File: config.mk
export PLATFORM = sky130hd
export DESIGN_NAME = hazard_scoreboard
export DESIGN_NICKNAME = d
export VERILOG_FILES = /design/src/rtl/hazard_scoreboard_pkg.sv /design/src/rtl/hazard_scoreboard_busy_timer.sv /design/src/rtl/hazard_scoreboard.sv
export SDC_FILE = /design/constraint.sdc
export NUM_CORES = 1
export LEC_CHECK = 0
export ABC_CLOCK_PERIOD_IN_PS = 11700
export CORE_MARGIN = 2
export CORE_UTILIZATION = 50
export CTS_CLUSTER_SIZE = 14
export DETAILED_ROUTE_END_ITERATION = 8
export GPL_TIMING_DRIVEN = 0
export PLACE_DENSITY = 0.63
export SLEW_MARGIN = 20
export SYNTH_ARGS = -nofsm -noshare
export SYNTH_HDL_FRONTEND = slang
export SYNTH_SLANG_ARGS = --single-unit
File: constraint.sdc
create_clock -name clk -period 11.7 [get_ports clk]
set_input_delay 3.51 -clock clk [delete_from_list [all_inputs] [get_ports clk]]
set_output_delay 3.51 -clock clk [all_outputs]
set_load 0.01 [all_outputs]
File: src/rtl/hazard_scoreboard_pkg.sv
// ============================================================================
// Module  : hazard_scoreboard_pkg
// Purpose : Shared latency-class encodings and counter width for the
//           hazard scoreboard.
// Rev     : 1.0  initial release
// ============================================================================
`default_nettype none

package hazard_scoreboard_pkg;

  localparam int CNT_W = 4;

  typedef enum logic [1:0] {
    KIND_ALU  = 2'd0,
    KIND_LOAD = 2'd1,
    KIND_MDU  = 2'd2,
    KIND_RSVD = 2'd3
  } kind_e;

  // Cycles until a result can be consumed from the EX-forwarding point;
  // the reserved class behaves like a plain ALU op.
  function automatic logic [CNT_W-1:0] issue_lat(input logic [1:0] kind,
                                                 input int load_lat,
                                                 input int mdu_lat);
    case (kind_e'(kind))
      KIND_LOAD: issue_lat = CNT_W'(1 + load_lat);
      KIND_MDU:  issue_lat = CNT_W'(mdu_lat);
      default:   issue_lat = CNT_W'(1);
    endcase
  endfunction

endpackage

`default_nettype wire

File: src/rtl/hazard_scoreboard_busy_timer.sv
// ============================================================================
// Module  : busy_timer
// Purpose : Down-counter that marks the multiply/divide unit occupied.
// Rev     : 1.0  initial release
// ============================================================================
`default_nettype none

module busy_timer
  import hazard_scoreboard_pkg::*;
#(
  parameter int MDU_LAT = 8
) (
  input  logic clk,
  input  logic rst,
  input  logic start,
  output logic busy
);

  logic [CNT_W-1:0] r_count;

  always_ff @(posedge clk or posedge rst) begin
    if (rst) begin
      r_count <= '0;
    end else if (start) begin
      r_count <= CNT_W'(MDU_LAT - 1);
    end else if (r_count != '0) begin
      r_count <= r_count - CNT_W'(1);
    end
  end

  assign busy = (r_count != '0);

endmodule

`default_nettype wire

File: src/rtl/hazard_scoreboard.sv
// ============================================================================
// Module  : hazard_scoreboard
// Purpose : Per-register result-latency scoreboard producing ID-stage
//           stall and flush controls for an in-order pipeline.
// Rev     : 1.0  initial release
// ============================================================================
`default_nettype none

module hazard_scoreboard
  import hazard_scoreboard_pkg::*;
#(
  parameter int AW       = 5,
  parameter int LOAD_LAT = 2,
  parameter int MDU_LAT  = 8
) (
  input  logic          clk,
  input  logic          rst,
  input  logic          id_valid,
  input  logic [AW-1:0] id_rs,
  input  logic [AW-1:0] id_rt,
  input  logic          id_rs_used,
  input  logic          id_rt_used,
  input  logic          id_branch,
  input  logic          id_we,
  input  logic [AW-1:0] id_dst,
  input  logic [1:0]    id_kind,
  input  logic          id_hilo_rd,
  input  logic          branch_taken,
  output logic          pc_stall,
  output logic          if_id_stall,
  output logic          id_ex_flush,
  output logic          if_id_flush,
  output logic          mdu_busy
);

  localparam int NREG = 2 ** AW;

  logic [CNT_W-1:0] w_cnt [NREG];
  logic [CNT_W-1:0] w_lat;
  logic [CNT_W-1:0] w_rs_cnt;
  logic [CNT_W-1:0] w_rt_cnt;
  logic             w_rs_haz;
  logic             w_rt_haz;
  logic             w_mdu_stall;
  logic             w_stall;
  logic             w_issue;

  assign w_lat    = issue_lat(id_kind, LOAD_LAT, MDU_LAT);
  assign w_cnt[0] = '0;

  // Flat flop table so both sources are readable in the same cycle.
  for (genvar r = 1; r < NREG; r++) begin : g_reg
    logic [CNT_W-1:0] r_cnt;
    logic [CNT_W-1:0] w_dec;

    assign w_dec = (r_cnt != '0) ? r_cnt - CNT_W'(1) : '0;

    always_ff @(posedge clk or posedge rst) begin
      if (rst) begin
        r_cnt <= '0;
      end else if (w_issue && (id_dst == AW'(r))) begin
        // A later writer never shortens an older in-flight write (WAW).
        r_cnt <= (w_dec > w_lat) ? w_dec : w_lat;
      end else begin
        r_cnt <= w_dec;
      end
    end

    assign w_cnt[r] = r_cnt;
  end

  assign w_rs_cnt = w_cnt[id_rs];
  assign w_rt_cnt = w_cnt[id_rt];

  // Branches resolve in ID, so they also wait out the last forwardable cycle.
  assign w_rs_haz = id_rs_used &
                    ((w_rs_cnt > CNT_W'(1)) | (id_branch & (w_rs_cnt != '0)));
  assign w_rt_haz = id_rt_used &
                    ((w_rt_cnt > CNT_W'(1)) | (id_branch & (w_rt_cnt != '0)));

  assign w_mdu_stall = id_valid & mdu_busy & ((id_kind == KIND_MDU) | id_hilo_rd);
  assign w_stall     = id_valid & (w_rs_haz | w_rt_haz | w_mdu_stall);
  assign w_issue     = id_valid & ~w_stall & id_we & (id_dst != '0);

  busy_timer #(
    .MDU_LAT (MDU_LAT)
  ) u_busy_timer (
    .clk   (clk),
    .rst   (rst),
    .start (w_issue & (id_kind == KIND_MDU)),
    .busy  (mdu_busy)
  );

  assign pc_stall    = w_stall;
  assign if_id_stall = w_stall;
  assign id_ex_flush = w_stall;
  assign if_id_flush = branch_taken & id_valid & ~w_stall;

endmodule

`default_nettype wire

==> summary.md <==
| Metric | Value |
|---|---|
| Status | `finished, final reports clean` |
| Net Sw Frac | `27.17%` |
| Die Wd | `148.6 um` |
| Clk network pwr share | `45.2%` |
| Min cycle time layout | `11,100 ps` |
| Period utilization | `94.91%` |
| Hold Path Depth | `1` |
| Mux cell area share after synthesis | `16.70%` |
| Crit path to | `pc_stall` |
| GP Congestion | `0.8384` |
| Largest net degree at the start of global routing | `89` |
| Nets | `1,216` |
| CTS Buffer Depth | `2` |
| Vias in the first global route | `8,422` |
| Final WL | `28.31 mm` |
| Post-DP HPWL | `20.21 mm` |
| IR drop worst, VDD | `0.0001089 V` |
| Crit path from | `id_rt[1]` |
| Number of synthesized register bits | `128` |
| Share of layout cells above drive strength 1 | `19.98%` |
| Cts bufs inserted | `17` |
| Levels on crit path | `13` |
| Leading cell types by count after synthesis | `dfrtp_1, ha_1, a21oi_1` |
| Clk Latency, worst-skew pair | `430 ps` |
| Total negative slack | `0 ps` |
| CP endpoint kind | `output port` |
| Leakage | `5.726 nW` |
| Clock Sinks | `128` |
| # H-tree levels | `4` |
| Post-CTS Setup Bufs | `0` |
| Unrepaired setup endpoints after global routing | `no` |
| Endpoints failing setup | `0` |
| # DRC | `0` |
| Syn Std Cell Area | `0.01046 mm^2` |
| WL/cell | `20.58 um` |
| Psw | `0.3172 mW` |
| Post-synth EDFFs | `0` |
| Final Util | `57.50%` |
| Req. time, crit path | `8190 ps` |
| Int Power | `0.8502 mW` |
| Dominant synthesized flop cell | `dfrtp_1` |
| 1st-iter DRT viols | `587` |
| Synth top area cells | `dfrtp_1, ha_1, mux2_4` |
| R2R Path Start | `g_reg[14].r_cnt[2]` |
| CP delay by family, top | `buffers and inverters` |
| Crit-path cells | `clkdlybuf4s50_1 -> buf_2 -> nor4_1 -> o211ai_1 -> o311ai_1 -> a2111oi_1 -> o311ai_2 -> buf_6 -> buf_4 -> and2_1 -> a21boi_0 -> buf_4 -> clkdlybuf4s50_1` |
| Dominant cell type by area after synthesis | `dfrtp_1` |
| Worst rel slew slack | `43.68%` |
| Worst-margin pin slew | `843.9 ps` |
| Placed cell count | `1,346` |
| Syn avg cell area | `9.998 um^2` |
| Vert. Die Dim | `148.6 um` |
| Worst setup SP type | `input pin` |
| Largest family of logic cells by synthesized area | `simple AND/OR/NAND/NOR gates` |
| Clock slew at reported path FFs | `50 ps` |
| Core area | `0.02036 mm^2` |
| CP max-delay cell | `a2111oi_1` |
| Cts hold-fix bufs | `0` |
| First-pass GRT wire length | `45.82 mm` |
| Initial antenna violation count | `0` |
| Syn. warnings | `0` |
| Adder-cell area share of the yosys netlist | `11.37%` |
| Rows | `52` |
| CTS tree | `done` |
| Count leader, synth | `dfrtp_1` |
| Register area share after synthesis | `30.63%` |
| Worst Path Buf+Inv | `6` |
| Vias after detailed routing | `8,459` |
| Yosys top cell area share | `30.63%` |
| Crit Path Max Fanout | `10` |
| IO Pins | `31` |
| Xor and xnor fraction of the mapped netlist area | `0.1675%` |
| Worst-case reg-to-reg path depth | `9` |
| CP peak stage delay | `700 ps` |
| # Max-Cap Violations | `0` |
| Net Count, Synth | `1,167` |
| Worst hold path class | `reg -> reg` |
| Area Growth Syn to Fin | `11.98%` |
| Clock Root Buffer | `clkbuf_16` |
| Initial Util | `51.35%` |
| Die area | `0.02209 mm^2` |
| Power Density | `99.70 mW/mm^2` |
| Max Slew Vio Count | `0` |
| Async SR Flop Fraction | `100.0%` |
| WS Path Type | `in -> out` |
| Total congestion overflow | `0` |
| Resized cells post-CTS | `0` |
| Post-Layout Cell Count | `1,376` |
| Final hold viol count | `0` |
| Fmax | `90.06 MHz` |
| Diodes inserted | `0` |
| RR Endpoint | `g_reg[31].r_cnt[3]` |
| Post-Synth Simple-Gate Area | `22.53%` |
| First-pass DRT Iterations | `6` |
| Yosys cell types | `74` |
| Skew final | `9.503 ps` |
| Post-synthesis compound-gate area fraction | `14.74%` |
| Reg-to-reg setup timing slack | `8520 ps` |
| Number of buffers added on ports | `27` |
| Gr usage total | `27.00%` |
| Synthesized instance count | `1,046` |
| Avg Vias per Cell | `6.148` |
| Post-DRT Antenna Nets | `0` |
| Min-delay src | `u_busy_timer.r_count[3]` |
| Combinational share of power | `15.5%` |
| Flop pwr share | `39.3%` |
| Critical Path AT | `7590 ps` |
## power groups by stage
stage | Combinational, mW | Clock (mW) | Sequential (mW)
4_1_cts | 0.181 | 0.534 | 0.459
6_report | 0.181 | 0.528 | 0.459
2_1_floorplan | 0.120 | 0 | 0.465
3_3_place_gp | 0.174 | 0 | 0.467
3_5_place_dp | 0.180 | 0 | 0.467
5_1_grt | 0.200 | 0.557 | 0.461
## logic make-up (layout without fill, tap and decap cells)
| family | Yosys count | in the layout |
|---|---|---|
| flops | 128 | 128 |
| simple gates | 374 | 374 |
| xor+xnor | 2 | 2 |
| compound gates | 238 | 238 |
| buf+inv | 78 | 138 |
| mux | 131 | 131 |
| fa+ha+maj | 95 | 95 |
## how the worst min path moves through the flow
stage,to,slack (ps)
after floorplan,u_busy_timer.r_count[3],470
after global placement,u_busy_timer.r_count[3],490
after detailed placement,u_busy_timer.r_count[3],490
after CTS,u_busy_timer.r_count[3],500
after global routing,u_busy_timer.r_count[3],540
final,u_busy_timer.r_count[3],500
## metal layers
metal / part of all wire (%) / wire length, um / up-vias / GRT usage [%]
met4: 1.7 / 489 / 0 / 7.333
met5: 0 / 0 / - / 0
met1: 47 / 13360 / 4127 / 37.07
li1: - / - / 4062 / -
met3: 7.1 / 2014 / 37 / 8.067
met2: 44 / 12450 / 233 / 41.69
## layout make-up
class,instances,area (um^2)
multi-input cells,840,6853
clock inverters,6,82.58
flip-flops and latches,128,3203
fillers,1802,8655
repair buffers,30,337.8
well taps,270,337.8
plain buffers,38,254.0
clock buffers,24,481.7
inverters,40,160.2
## metrics by stage
stage	setup WS (ps)	power, mW	cell area [um^2]	hold WS, ps
after floorplan	2220	0.5848	10460	466.5
after global placement	687.6	0.6413	11070	485.6
after detailed placement	676.3	0.6474	11150	491.4
after CTS	653.2	1.174	11710	504.0
after global routing	415.8	1.218	11710	540.9
final	596.0	1.167	11710	497.8
## sequential cells by signal (all words and copies together) (netlist names)
register,count
g.r_cnt,124
u_busy_timer.r_count,4
## cell usage in the layout (no fill, tap or decap), types with 4 or more instances in the layout
cell type | synthesis | final
dfrtp_1 | 128 | 128
ha_1 | 95 | 95
a21oi_1 | 84 | 84
nand2_1 | 75 | 75
or2_2 | 61 | 61
mux2i_1 | 44 | 44
nor2_1 | 41 | 40
inv_1 | 39 | 36
o21ai_0 | 36 | 36
nor3_1 | 35 | 35
nor2b_1 | 34 | 34
nor4b_1 | 34 | 34
o21a_1 | 32 | 32
nand4_1 | 32 | 32
mux2_4 | 30 | 30
mux2_2 | 28 | 28
a21o_1 | 27 | 27
clkdlybuf4s50_1 | 0 | 27
clkbuf_1 | 16 | 20
mux4_2 | 19 | 19
clkbuf_16 | 0 | 17
nand4_4 | 15 | 15
nand3_1 | 10 | 10
mux2_1 | 10 | 10
buf_2 | 9 | 9
a31oi_1 | 7 | 7
a211oi_1 | 7 | 7
nor4_1 | 6 | 6
nand3_2 | 6 | 6
o211ai_1 | 5 | 5
and4_1 | 5 | 5
buf_6 | 4 | 4
buf_4 | 4 | 4
nand3b_1 | 4 | 4
buf_12 | 2 | 4
Power figures use the tool's default switching activity.
==> edit 1, RTL diff (same flow settings) <==
`CNT_W`: 4 -> 3.
--- a/src/rtl/hazard_scoreboard_pkg.sv
+++ b/src/rtl/hazard_scoreboard_pkg.sv
@@ -8,7 +8,7 @@
 
 package hazard_scoreboard_pkg;
 
-  localparam int CNT_W = 4;
+  localparam int CNT_W = 3;
 
   typedef enum logic [1:0] {
     KIND_ALU  = 2'd0,
Behaviour: not the same (a bounded check fails within 4 cycles, from zero or initial values and one cycle with rst high).
==> edit 1 against the unedited design <==
- die area shrank 29%
- cell area shrank 30%
- sequential share of layout area grew 2.1 points
- sequential cell count shrank 32
- clock skew grew 0.0014 ns
- setup slack lost 0.34 ns
- total power shrank 34%
- routed wire length shrank 22%
- global-route usage grew 2.0 points
- area after synthesis shrank 30%
- clock power shrank 46%
- count of clock-buffer cells in the layout shrank 12
- worst hold slack gained 0.042 ns
- largest power group is now registers
- sequential power shrank 25%
==> edit 1: results (changes against the unedited design) <==
| Metric | Value |
|---|---|
| Beginning of the worst hold path | `g_reg[6].r_cnt[2]` |
| Nets@finish | `920 (-24%)` |
| Estimated wirelength of the detail-placed design | `16300 um (-19%)` |
| Cells taking the most area after synthesis | `dfrtp_1 33%, ha_1 11%, mux4_2 6.2%` |
| Max H-tree Level | `3 (-1)` |
| Skew final | `0.0109 ns (+0.00136 ns)` |
| Clock latency on the worst-skew pair | `0.36 ns (-0.07 ns)` |
| Worst vdd ir | `0.0619 mV (-43%)` |
| Crit-path max cell delay | `0.63 ns (-0.07 ns)` |
| Instance area after placement | `0.00788 mm^2 (-29%)` |
| Final weighted congestion in routability-driven placement | `0.887 (+5.8%)` |
| Overall routing resource usage | `29.0% (+2.0 points)` |
| Synthesized net count | `881 (-25%)` |
| Crit Reg-Reg Startpoint | `g_reg[20].r_cnt[0]` |
| Wire length reported by the detailed router | `22000 um (-22%)` |
| Status | `finished clean` |
| CP max stage cell | `clkdlybuf4s50_1` |
| Post-synth top cells | `104 x nand2_1, 96 x dfrtp_1, 66 x a21oi_1, 66 x nor2_1, 64 x ha_1` |
| Portion of the post-synthesis area used by sequential elements | `32.9% (+2.2 points)` |
| Largest registers in the final layout | `g.r_cnt: 93 flops, u_busy_timer.r_count: 3 flops` |
| Share of final-layout standard cells stronger than drive strength 1 | `15.1% (-4.9 points)` |
| Count of input and output buffers | `25 (-7.4%)` |
| Max transition margin | `37.6% (-6.1 points)` |
| TritonCTS Buffers | `9 (-8)` |
| DRC violation total after the first TritonRoute iteration | `623 (+6.1%)` |
| DR vias | `6345 (-25%)` |
| Number of unique standard cell types used by synthesis | `56 (-24%)` |
| Pre-Repair DR Iteration Count | `5 (-1)` |
| Largest net degree at the start of global routing | `66 (-26%)` |
==> edit 1: through the flow <==
step / power (W) / instances / hold WS (ns) / setup slack (ns)
after floorplan: 0.000437 / 791 / 0.494 / 2.40
after global placement: 0.000483 / 1000 / 0.514 / 0.345
after detailed placement: 0.000495 / 1003 / 0.524 / 0.340
after CTS: 0.000778 / 1018 / 0.541 / 0.331
after global routing: 0.000807 / 1018 / 0.571 / 0.0702
final: 0.000774 / 1018 / 0.540 / 0.259
==> edit 1: report_power, final <==
group	switching, W	total (W)	internal (W)
clock network	0.000129	0.000283	0.000154
logic	0.0000890	0.000148	0.0000592
registers	0.00000380	0.000342	0.000338
==> edit 1: path summary, 6_finish.rpt <==
check	to	slack (ns)	depth (start not counted)
min in group asynchronous	g_reg[16].r_cnt[1]	3.51	2
min reg2reg	g_reg[6].r_cnt[2]	0.54	1
max reg2reg	g_reg[20].r_cnt[1]	8.36	8
max in group asynchronous	u_busy_timer.r_count[0]	7.54	3
min	g_reg[6].r_cnt[2]	0.54	1
max	if_id_stall	0.26	12
==> edit 1: layout make-up <==
type                       count  area [um^2]
multi-input combinational    625         4610
inverter                      41          159
clock inverter                 3         17.5
tap                          184          230
timing repair buffer          28          333
clock buffer                  12          256
sequential                    96         2400
buffer                        29          140
fill                        1297         6270
==> edit 1: metal layers <==
metal,vias up,part of all wire (%),track usage [%]
li1,2971,-,-
met4,0,3.4,12.1
met3,51,4.6,3.65
met1,3121,43,37.7
met5,-,0,0
met2,202,49,49.1
==> edit 1: logic make-up after synthesis <==
kind of cell             after synthesis  share of synthesized area (%)
AND/OR/NAND/NOR                      330                           23.1
AO/OA/AOI/OAI                        138                           12.3
flip-flops                            96                           32.9
multiplexers                          92                           16.6
buffers and inverters                 70                           4.02
adder cells (fa/ha/maj)               64                           11.0
XOR/XNOR                               1                          0.120
==> edit 2, RTL diff (same flow settings) <==
Without the edit above. Reset style: synchronous (`rst`), changed in 2 clocked blocks.
--- a/src/rtl/hazard_scoreboard_busy_timer.sv
+++ b/src/rtl/hazard_scoreboard_busy_timer.sv
@@ -18,7 +18,7 @@
 
   logic [CNT_W-1:0] r_count;
 
-  always_ff @(posedge clk or posedge rst) begin
+  always_ff @(posedge clk) begin
     if (rst) begin
       r_count <= '0;
     end else if (start) begin
--- a/src/rtl/hazard_scoreboard.sv
+++ b/src/rtl/hazard_scoreboard.sv
@@ -55,7 +55,7 @@
 
     assign w_dec = (r_cnt != '0) ? r_cnt - CNT_W'(1) : '0;
 
-    always_ff @(posedge clk or posedge rst) begin
+    always_ff @(posedge clk) begin
       if (rst) begin
         r_cnt <= '0;
       end else if (w_issue && (id_dst == AW'(r))) begin
Formal check against the unedited RTL: not equivalent (a bounded check fails within 4 cycles, from zero or initial values and one cycle with rst high; the reset may be asserted at any time).
==> edit 2 against the unedited design <==
- cell area is 0.63% higher
- via count is 8.3% higher
- total power is 13% higher
- sequential cell count stayed put
- synthesized cell count is 12% higher
- largest power group unchanged
- routed wire length is 5.1% higher
- largest cell class unchanged
- area after synthesis is 0.41% higher
- non-clock buffer count is 7 higher
- critical path type unchanged
- setup slack worse by 0.14 ns
==> edit 2: results (changes against the unedited design) <==
| Metric | Value |
|---|---|
| Post-CTS setup buffer count | `0 (unchanged)` |
| Fraction of synthesis flops using an asynchronous set or reset pin | `0% (-100 points)` |
| Synthesized instance count | `1169 (+12%)` |
| Inst Count DP | `1470 (+9.2%)` |
| Largest net degree at the start of global routing | `37 (-58%)` |
| Portion of total power attributed to the clock network | `44.7% (-0.5 points)` |
| Max transition margin | `34.5% (-9.2 points)` |
| Crit Reg-Reg Startpoint | `u_busy_timer.r_count[0]` |
| Number of global-route vias before repair | `8579 (+1.9%)` |
| Skew final | `0.00946 ns (-0.0000459 ns)` |
| Crit-path max cell delay | `0.54 ns (-0.16 ns)` |
| End of the critical path | `if_id_stall` |
| Count of input and output buffers | `24 (-11%)` |
| Final weighted congestion in routability-driven placement | `0.960 (+15%)` |
| Number of unique standard cell types used by synthesis | `60 (-19%)` |
| Worst R2R Setup Slack | `8.28 ns (-0.24 ns)` |
| Post-Layout Cell Count | `1502 (+9.2%)` |
| Pleak | `4.98 nW (-13%)` |
| Share of final-layout standard cells stronger than drive strength 1 | `15.2% (-4.7 points)` |
| Clock latency on the worst-skew pair | `0.43 ns (about the same)` |
| Proportion of total power due to net switching | `29.3% (+2.1 points)` |
| Pre-Repair DR Iteration Count | `5 (-1)` |
| Pre-CTS setup slack | `0.540 ns (-0.136 ns)` |
| Arrival time reported for the critical path endpoint | `7.73 ns (+0.14 ns)` |
| Worst path setup slack after routing | `0.459 ns (-0.137 ns)` |
| Status | `finished clean` |
| Power Sequential | `0.000449 W (-2%)` |
| DR vias | `9164 (+8.3%)` |
| First-pass GRT wire length | `47300 um (+3.2%)` |
| Overall routing resource usage | `27.6% (+0.60 points)` |
| Portion of the post-synthesis area used by sequential elements | `24.4% (-6.2 points)` |
| CP max stage cell | `clkdlybuf4s50_1` |
| Final total power | `0.00132 W (+13%)` |
| Post-synth top cells | `128 x dfxtp_1, 108 x nand2_1, 101 x a21oi_1` |
| Nets@finish | `1335 (+9.8%)` |
| Worst vdd ir | `0.0915 mV (-16%)` |
| Routed wire length per instance | `19.8 um (-3.7%)` |
| # fillers | `1920 (+6.5%)` |
| Highest net fanout along the worst path | `10 (unchanged)` |
| Instance area after placement | `0.0111 mm^2 (about the same)` |
| Crit Reg-Reg Endpoint | `g_reg[17].r_cnt[2]` |
| Beginning of the worst hold path | `u_busy_timer.r_count[3]` |
| Startpoint of the worst setup timing path | `id_branch` |
[edit 2: cell count changes in the layout (fill, tap and decap cells not counted), moves of 27 or more]
| cell | delta |
|---|---|
| a41o_1 | +29 |
| a21o_1 | -27 |
| dfrtp_1 | -128 |
| and2_1 | +37 |
| or3_1 | +34 |
| nand2_1 | +33 |
| dfxtp_1 | +128 |
[edit 2: kinds of logic after synthesis]
logic type	count (synthesis)	share of synthesized area, %
simple gates	481	29.1
compound gates	249	15.6
flops	128	24.4
mux	124	15.5
fa+ha+maj	95	11.3
buf+inv	91	3.99
xor+xnor	1	0.0834
[edit 2: layer usage]
| layer | vias up | routed length [um] | global-route usage, % |
|---|---|---|---|
| met2 | 256 | 13700 | 44.6 |
| li1 | 4471 | - | - |
| met3 | 42 | 1380 | 4.65 |
| met1 | 4395 | 14200 | 38.2 |
| met4 | 0 | 552 | 7.29 |
| met5 | - | 0 | 0 |
[edit 2: cell type report]
cell class                      instances  area share [%]
Clock inverter                          8            1.27
Clock buffer                           24            4.17
Sequential cell                       128            21.7
Multi-Input combinational cell        950            63.9
Buffer                                 49            2.22
Timing Repair Buffer                   26            2.44
Tap cell                              275            2.92
Inverter                               42            1.34
[edit 2: worst min-delay path by stage]
stage | end | slack (ns) | cells after the start
floorplan | u_busy_timer.r_count[3] | 0.49 | 2
global placement | u_busy_timer.r_count[3] | 0.52 | 2
detailed placement | u_busy_timer.r_count[3] | 0.52 | 2
CTS | u_busy_timer.r_count[3] | 0.53 | 2
global route | u_busy_timer.r_count[3] | 0.60 | 2
finish | u_busy_timer.r_count[3] | 0.53 | 2
[edit 2: critical path: cells and delay by family]
family	cells	cell delay, ns
AOI/OAI and AO/OA	4	1.04
and+or+nand+nor	3	0.67
buffers and inverters	6	2.51
